### config.mk
export PLATFORM = sky130hd
export DESIGN_NAME = iter_mult_div
export DESIGN_NICKNAME = d
export VERILOG_FILES = /design/src/rtl/mips_md_pkg.sv /design/src/rtl/md_step.sv /design/src/rtl/iter_mult_div.sv
export SDC_FILE = /design/constraint.sdc
export NUM_CORES = 1
export LEC_CHECK = 0
export BUFFER_PORTS_ARGS = -buffer_cell sky130_fd_sc_hd__buf_2
export CORE_MARGIN = 8
export CORE_UTILIZATION = 65
export CTS_CLUSTER_DIAMETER = 80
export DETAILED_ROUTE_END_ITERATION = 8
export PLACE_DENSITY = 0.88
export SLEW_MARGIN = 10
export SYNTH_ARGS = -nofsm -noshare
export SYNTH_HDL_FRONTEND = slang
export SYNTH_HIERARCHICAL = 1
export SYNTH_SLANG_ARGS = --single-unit
### constraint.sdc
create_clock -name clk -period 9.8 [get_ports clk]
set_input_delay 0.98 -clock clk [delete_from_list [all_inputs] [get_ports clk]]
set_output_delay 0.98 -clock clk [all_outputs]
set_load 0.01 [all_outputs]
### src/rtl/mips_md_pkg.sv
// ---------------------------------------------------------------------------
// mips_md_pkg
//   Shared definitions for the iterative multiply/divide unit:
//     MD_WIDTH   - default operand / HI / LO width in bits
//     md_state_e - sequencer state encoding (IDLE -> RUN -> FIX -> IDLE)
// ---------------------------------------------------------------------------
package mips_md_pkg;

  localparam int MD_WIDTH = 32;

  typedef enum logic [1:0] {
    S_IDLE = 2'd0,
    S_RUN  = 2'd1,
    S_FIX  = 2'd2
  } md_state_e;

endpackage

### src/rtl/md_step.sv
// ---------------------------------------------------------------------------
// md_step
//   Combinational single-iteration datapath for the iterative mult/div unit.
//   The accumulator is 2*WIDTH+1 bits. Multiply and divide both start with
//   the unsigned operand magnitude in the low WIDTH bits.
//     multiply : shift-add, LSB first. If acc[0] is set, opnd is added into
//                the upper half (with carry), then the whole accumulator
//                shifts right by one.
//     divide   : restoring. The accumulator shifts left by one, then a trial
//                subtract of opnd is made from the upper WIDTH+1 bits. If the
//                subtract does not borrow, it is kept and quotient bit 1 is
//                shifted into bit 0.
//   Ports:
//     is_mult  in   1          1 = multiply step, 0 = divide step
//     acc      in   2*WIDTH+1  current accumulator
//     opnd     in   WIDTH      multiplicand / divisor magnitude
//     acc_next out  2*WIDTH+1  accumulator after one iteration
// ---------------------------------------------------------------------------
module md_step
  import mips_md_pkg::*;
#(
  parameter int WIDTH = MD_WIDTH
) (
  input  logic               is_mult,
  input  logic [2*WIDTH:0]   acc,
  input  logic [WIDTH-1:0]   opnd,
  output logic [2*WIDTH:0]   acc_next
);

  logic [WIDTH:0]   sum;
  logic [2*WIDTH:0] shl;
  logic [WIDTH+1:0] diff;

  always_comb begin
    sum = {1'b0, acc[2*WIDTH-1:WIDTH]};
    if (acc[0]) sum = sum + {1'b0, opnd};

    // The partial remainder is always below the divisor. After the shift it
    // therefore fits in WIDTH+1 bits. One extra bit on the subtract exposes
    // the borrow.
    shl  = acc << 1;
    diff = {1'b0, shl[2*WIDTH:WIDTH]} - {2'b00, opnd};

    if (is_mult)
      acc_next = {1'b0, sum, acc[WIDTH-1:1]};
    else if (diff[WIDTH+1])
      acc_next = shl;
    else
      acc_next = {diff[WIDTH:0], shl[WIDTH-1:1], 1'b1};
  end

endmodule

### src/rtl/iter_mult_div.sv
// ---------------------------------------------------------------------------
// iter_mult_div
//   MIPS-style iterative multiply/divide unit with HI/LO registers.
//   It processes one bit per cycle with a fixed latency. A start accepted at
//   edge t0 writes HI/LO at edge t0+WIDTH+1, and done pulses in the
//   following cycle.
//   Ports:
//     clk          in   1      rising-edge clock
//     rst          in   1      synchronous active-high reset
//     start        in   1      request operation; accepted only while idle
//     is_mult      in   1      1 = multiply, 0 = divide (sampled with start)
//     is_unsigned  in   1      1 = unsigned, 0 = two's complement
//     a, b         in   WIDTH  multiplicand/dividend, multiplier/divisor
//     flush        in   1      abort the in-flight operation
//     wr_hi, wr_lo in   1      direct HI/LO write (MTHI/MTLO), idle only
//     wdata        in   WIDTH  data for wr_hi / wr_lo
//     busy         out  1      operation in flight
//     done         out  1      one-cycle pulse; HI/LO hold the new result
//     div_by_zero  out  1      pulses with done when the divisor was zero
//     hi, lo       out  WIDTH  HI/LO register contents
// ---------------------------------------------------------------------------
module iter_mult_div
  import mips_md_pkg::*;
#(
  parameter int WIDTH = MD_WIDTH
) (
  input  logic             clk,
  input  logic             rst,
  input  logic             start,
  input  logic             is_mult,
  input  logic             is_unsigned,
  input  logic [WIDTH-1:0] a,
  input  logic [WIDTH-1:0] b,
  input  logic             flush,
  input  logic             wr_hi,
  input  logic             wr_lo,
  input  logic [WIDTH-1:0] wdata,
  output logic             busy,
  output logic             done,
  output logic             div_by_zero,
  output logic [WIDTH-1:0] hi,
  output logic [WIDTH-1:0] lo
);

  localparam int ACC_W = 2*WIDTH + 1;
  localparam int CNT_W = $clog2(WIDTH + 1);

  md_state_e        state, state_next;
  logic [CNT_W-1:0] cnt;
  logic [ACC_W-1:0] acc, acc_step;
  logic [WIDTH-1:0] opnd;
  logic             op_mult, neg_res, neg_rem, zero_div;
  logic [WIDTH-1:0] hi_q, lo_q;
  logic             done_q, dz_q;

  logic             a_neg, b_neg;
  logic [WIDTH-1:0] a_mag, b_mag;
  logic [WIDTH-1:0] fix_hi, fix_lo;
  logic [WIDTH-1:0] quo, rem;
  logic [2*WIDTH-1:0] prod;

  md_step #(.WIDTH(WIDTH)) u_step (
    .is_mult  (op_mult),
    .acc      (acc),
    .opnd     (opnd),
    .acc_next (acc_step)
  );

  // NOTE: every variable in a combinational block is given a default first,
  // so that no path through the block leaves it unassigned and infers a latch.
  always_comb begin
    a_neg = ~is_unsigned & a[WIDTH-1];
    b_neg = ~is_unsigned & b[WIDTH-1];
    a_mag = a_neg ? -a : a;
    b_mag = b_neg ? -b : b;
  end

  // Sequencer next state. flush wins over normal progress in RUN.
  always_comb begin
    state_next = state;
    case (state)
      S_IDLE:  if (start) state_next = S_RUN;
      S_RUN:   if (flush) state_next = S_IDLE;
               else if (cnt == CNT_W'(1)) state_next = S_FIX;
      S_FIX:   state_next = S_IDLE;
      default: state_next = S_IDLE;
    endcase
  end

  // NOTE: sequential state uses non-blocking assignments only. Every register
  // then samples pre-edge values, whatever the statement order.
  always_ff @(posedge clk) begin
    if (rst) state <= S_IDLE;
    else     state <= state_next;
  end

  // Sign correction of the finished magnitude result.
  // The divide-by-zero quotient is forced to all ones. The remainder is
  // already |a|, so re-applying a's sign returns a unchanged.
  always_comb begin
    prod   = acc[2*WIDTH-1:0];
    quo    = acc[WIDTH-1:0];
    rem    = acc[2*WIDTH-1:WIDTH];
    fix_hi = '0;
    fix_lo = '0;
    if (op_mult) begin
      if (neg_res) prod = -prod;
      {fix_hi, fix_lo} = prod;
    end else begin
      fix_lo = zero_div ? '1 : (neg_res ? -quo : quo);
      fix_hi = neg_rem ? -rem : rem;
    end
  end

  // Control counter, HI/LO and the status pulses.
  always_ff @(posedge clk) begin
    if (rst) begin
      cnt    <= '0;
      hi_q   <= '0;
      lo_q   <= '0;
      done_q <= 1'b0;
      dz_q   <= 1'b0;
    end else begin
      done_q <= 1'b0;
      dz_q   <= 1'b0;
      case (state)
        S_IDLE: begin
          if (wr_hi) hi_q <= wdata;
          if (wr_lo) lo_q <= wdata;
          if (start) cnt  <= CNT_W'(WIDTH);
        end
        S_RUN: begin
          if (!flush) cnt <= cnt - CNT_W'(1);
        end
        S_FIX: begin
          if (!flush) begin
            hi_q   <= fix_hi;
            lo_q   <= fix_lo;
            done_q <= 1'b1;
            dz_q   <= zero_div;
          end
        end
        default: ;
      endcase
    end
  end

  // NOTE: the datapath registers carry no reset. Every operation reloads
  // them at start, and nothing observes them while idle.
  always_ff @(posedge clk) begin
    if (state == S_IDLE && start) begin
      acc      <= {(WIDTH+1)'(0), a_mag};
      opnd     <= b_mag;
      op_mult  <= is_mult;
      neg_res  <= a_neg ^ b_neg;
      neg_rem  <= a_neg;
      zero_div <= ~is_mult & (b == '0);
    end else if (state == S_RUN) begin
      acc <= acc_step;
    end
  end

  assign busy        = (state != S_IDLE);
  assign done        = done_q;
  assign div_by_zero = dz_q;
  assign hi          = hi_q;
  assign lo          = lo_q;

endmodule

==> impl_metrics.yaml <==
setup_path:
  slowest_stage: "dfxtp_1"
  cpPeakStageDelay_ns: 0.62
  crit_start: "acc[33]"
  crit_arrival_ns: 4.29
  cp_max_fo: 12
  crit_top_cell: "a21oi_1"
  required_ns: 10.18
  end_kind: "register"
  r2r-start: "acc[33]"
  crit_path_cell_trace: "ha_1 > a211oi_1 > o211a_1 > nor3_1 > o41ai_1 > a21oi_1 > a21oi_1 > o31ai_1 > o31ai_1 > mux2i_1 > a2bb2oi_1 > nand2_1 > a21oi_1"
  start_kind: "register"
  path_class: "register to register"
power:
  power.total_mw: 2.48
  pwr-share-clk_pct: 27.6
  swShare_pct: 38.6
  cellPowerDensity_nw_per_um2: 156
  combPwrFrac_pct: 34.7
  seqPwrFrac_pct: 37.7
  internal-power_mw: 1.52
  p_sw_uw: 956
  irDropWorstVdd_mv: 0.113
  p_leak_nw: 6.61
sta:
  rsz0062_at_grt: "false"
  worst_slew_pin_slew_ns: 1.26
  finalSetupViolCount: 0
  relSlewSlack_pct: 14.1
  fin_crit_ns: 3.91
  period_share_pct: 39.9
  max_clock_freq_mhz: 256
  tns_ns: 0
  drv_slew: 0
  finClkSkew_ns: 0.0174
  hold_viol_final: 0
synthesis:
  synth_cells: 1771
  ys.warnings.count: 6
  syn-cell-area_sq_um: 14400
  synth.avg_cell_area_sq_um: 8.12
  synthesis.nets: 1947
run:
  maxCapViolCount: 0
routing:
  routedWlPerCell_um: 20.9
  first_iter_violations: 2092
  wl_um: 45400
  dr.pass1.iters: 8
  vias: 14507
  avgViaCountPerCell: 6.69
  drc: 0
  antenna_left: 0
cells_and_area:
  diodes: 0
  num-fill-cells: 1715
  syn_to_final_growth_pct: 10.3
  finalNetCount: 2053
  final_layout_size_suffix_gt1_share_pct: 15.6
placement:
  dp_hpwl_um: 33800
  portBuffers: 170
  gp_congestion: 0.997
worst_hold_path:
  worstHoldStart: "lo[24]"
  hp-class: "register to register"
clocking:
  cts_hold_buf: 0
  clk_latency_ns: 0.45
  post_cts_buffers: 0
  clock_sinks: 174
  path_clk_slew_ns: 0.09
  cts-resized-gates: 0
  cts_root_buf: "clkbuf_16"
  ctsHtreeMaxLevel: 4
  cts_buffers: 17
  max-clock-path-buffers: 2
  cts_tree: "yes"
floorplanning:
  die_w_um: 165
  die_h_um: 165
  design.portCount: 171
  dieArea_sq_um: 27100
  rows: 54
  core-area_sq_um: 21800
  start_util_pct: 66.1
grt:
  antenna_found_initial: 1
  track_usage_pct: 32.2
  grt_pass1_vias: 13308
  grt-ovfl-total: 0
  grt_pass1_wl_um: 69700
  grt_max_degree: 77
run_status:
  status: "completed"
per-layer routing:
metal	GRT usage, %	up-vias	wire (um)	part of all wire (%)
met4	16.1	2	2150	4.7
met3	5.51	143	4960	11
met1	43.0	6732	18400	40
met2	49.5	898	19900	44
met5	0	-	13	0.029
li1	-	6732	-	-
power groups by stage:
stage / Combinational [mW] / Clock [mW] / Sequential, mW
6_report: 0.860 / 0.683 / 0.934
5_1_grt: 0.931 / 0.709 / 0.941
4_1_cts: 0.839 / 0.683 / 0.927
3_5_place_dp: 0.831 / 0 / 0.944
3_3_place_gp: 0.811 / 0 / 0.941
2_1_floorplan: 0.619 / 0 / 0.910
state kept, by name (all words and copies together), names as in the netlist, 2 cells and up:
signal,count
acc,64
hi,32
lo,32
opnd,32
cnt,6
state,2
area by class of cell:
type / instances / area [sq um] / share of cell area, %
well taps: 280 / 350 / 2.21
clock buffers: 18 / 429 / 2.70
multi-input cells: 1429 / 9560 / 60.2
inverters: 70 / 263 / 1.66
clock inverters: 14 / 143 / 0.899
flip-flops and latches: 174 / 4160 / 26.2
repair buffers: 185 / 963 / 6.07
placed cells by master (no fill, tap or decap), types with 18 or more instances in the layout:
| cell | n |
|---|---|
| mux2i_1 | 53 |
| a21o_1 | 39 |
| dfxtp_1 | 106 |
| buf_2 | 170 |
| edfxtp_1 | 68 |
| nand2b_1 | 18 |
| inv_1 | 68 |
| nor2_1 | 109 |
| mux2_2 | 41 |
| ha_1 | 70 |
| a211oi_1 | 30 |
| o21ai_0 | 109 |
| nand2_1 | 216 |
| xor2_1 | 42 |
| nand3_1 | 28 |
| or3_1 | 30 |
| o31ai_1 | 24 |
| nor4_1 | 20 |
| xnor2_1 | 121 |
| nor3_1 | 47 |
| a21oi_1 | 176 |
| o221ai_1 | 24 |
worst paths after layout:
path                   to  slack [ns]  depth (start not counted)
setup / recovery  acc[62]        5.89                         13
hold / removal     lo[24]        0.46                          2
setup reg to reg  acc[62]        5.89                         13
hold reg to reg    lo[24]        0.46                          2
through the flow:
stage / instances / utilization [%] / setup WS [ns] / hold WS, ns / cell area [sq um]
floorplan: 1771 / - / 6.57 / 0.472 / 14400
global placement: 2138 / 70.3 / 6.08 / 0.439 / 15300
detailed placement: 2138 / 70.3 / 5.98 / 0.445 / 15300
CTS: 2170 / 72.9 / 5.96 / 0.456 / 15900
global route: 2170 / 72.9 / 5.72 / 0.472 / 15900
finish: 2170 / 72.9 / 5.89 / 0.456 / 15900
critical path, delay by kind of cell, from the launching register on:
kind | cells | cell delay (ns)
AO/OA/AOI/OAI | 9 | 2.50
AND/OR/NAND/NOR | 2 | 0.16
adder cells (fa/ha/maj) | 1 | 0.33
flip-flops | 1 | 0.62
multiplexers | 1 | 0.23
Note: power is estimated with default switching activity, not from simulation.
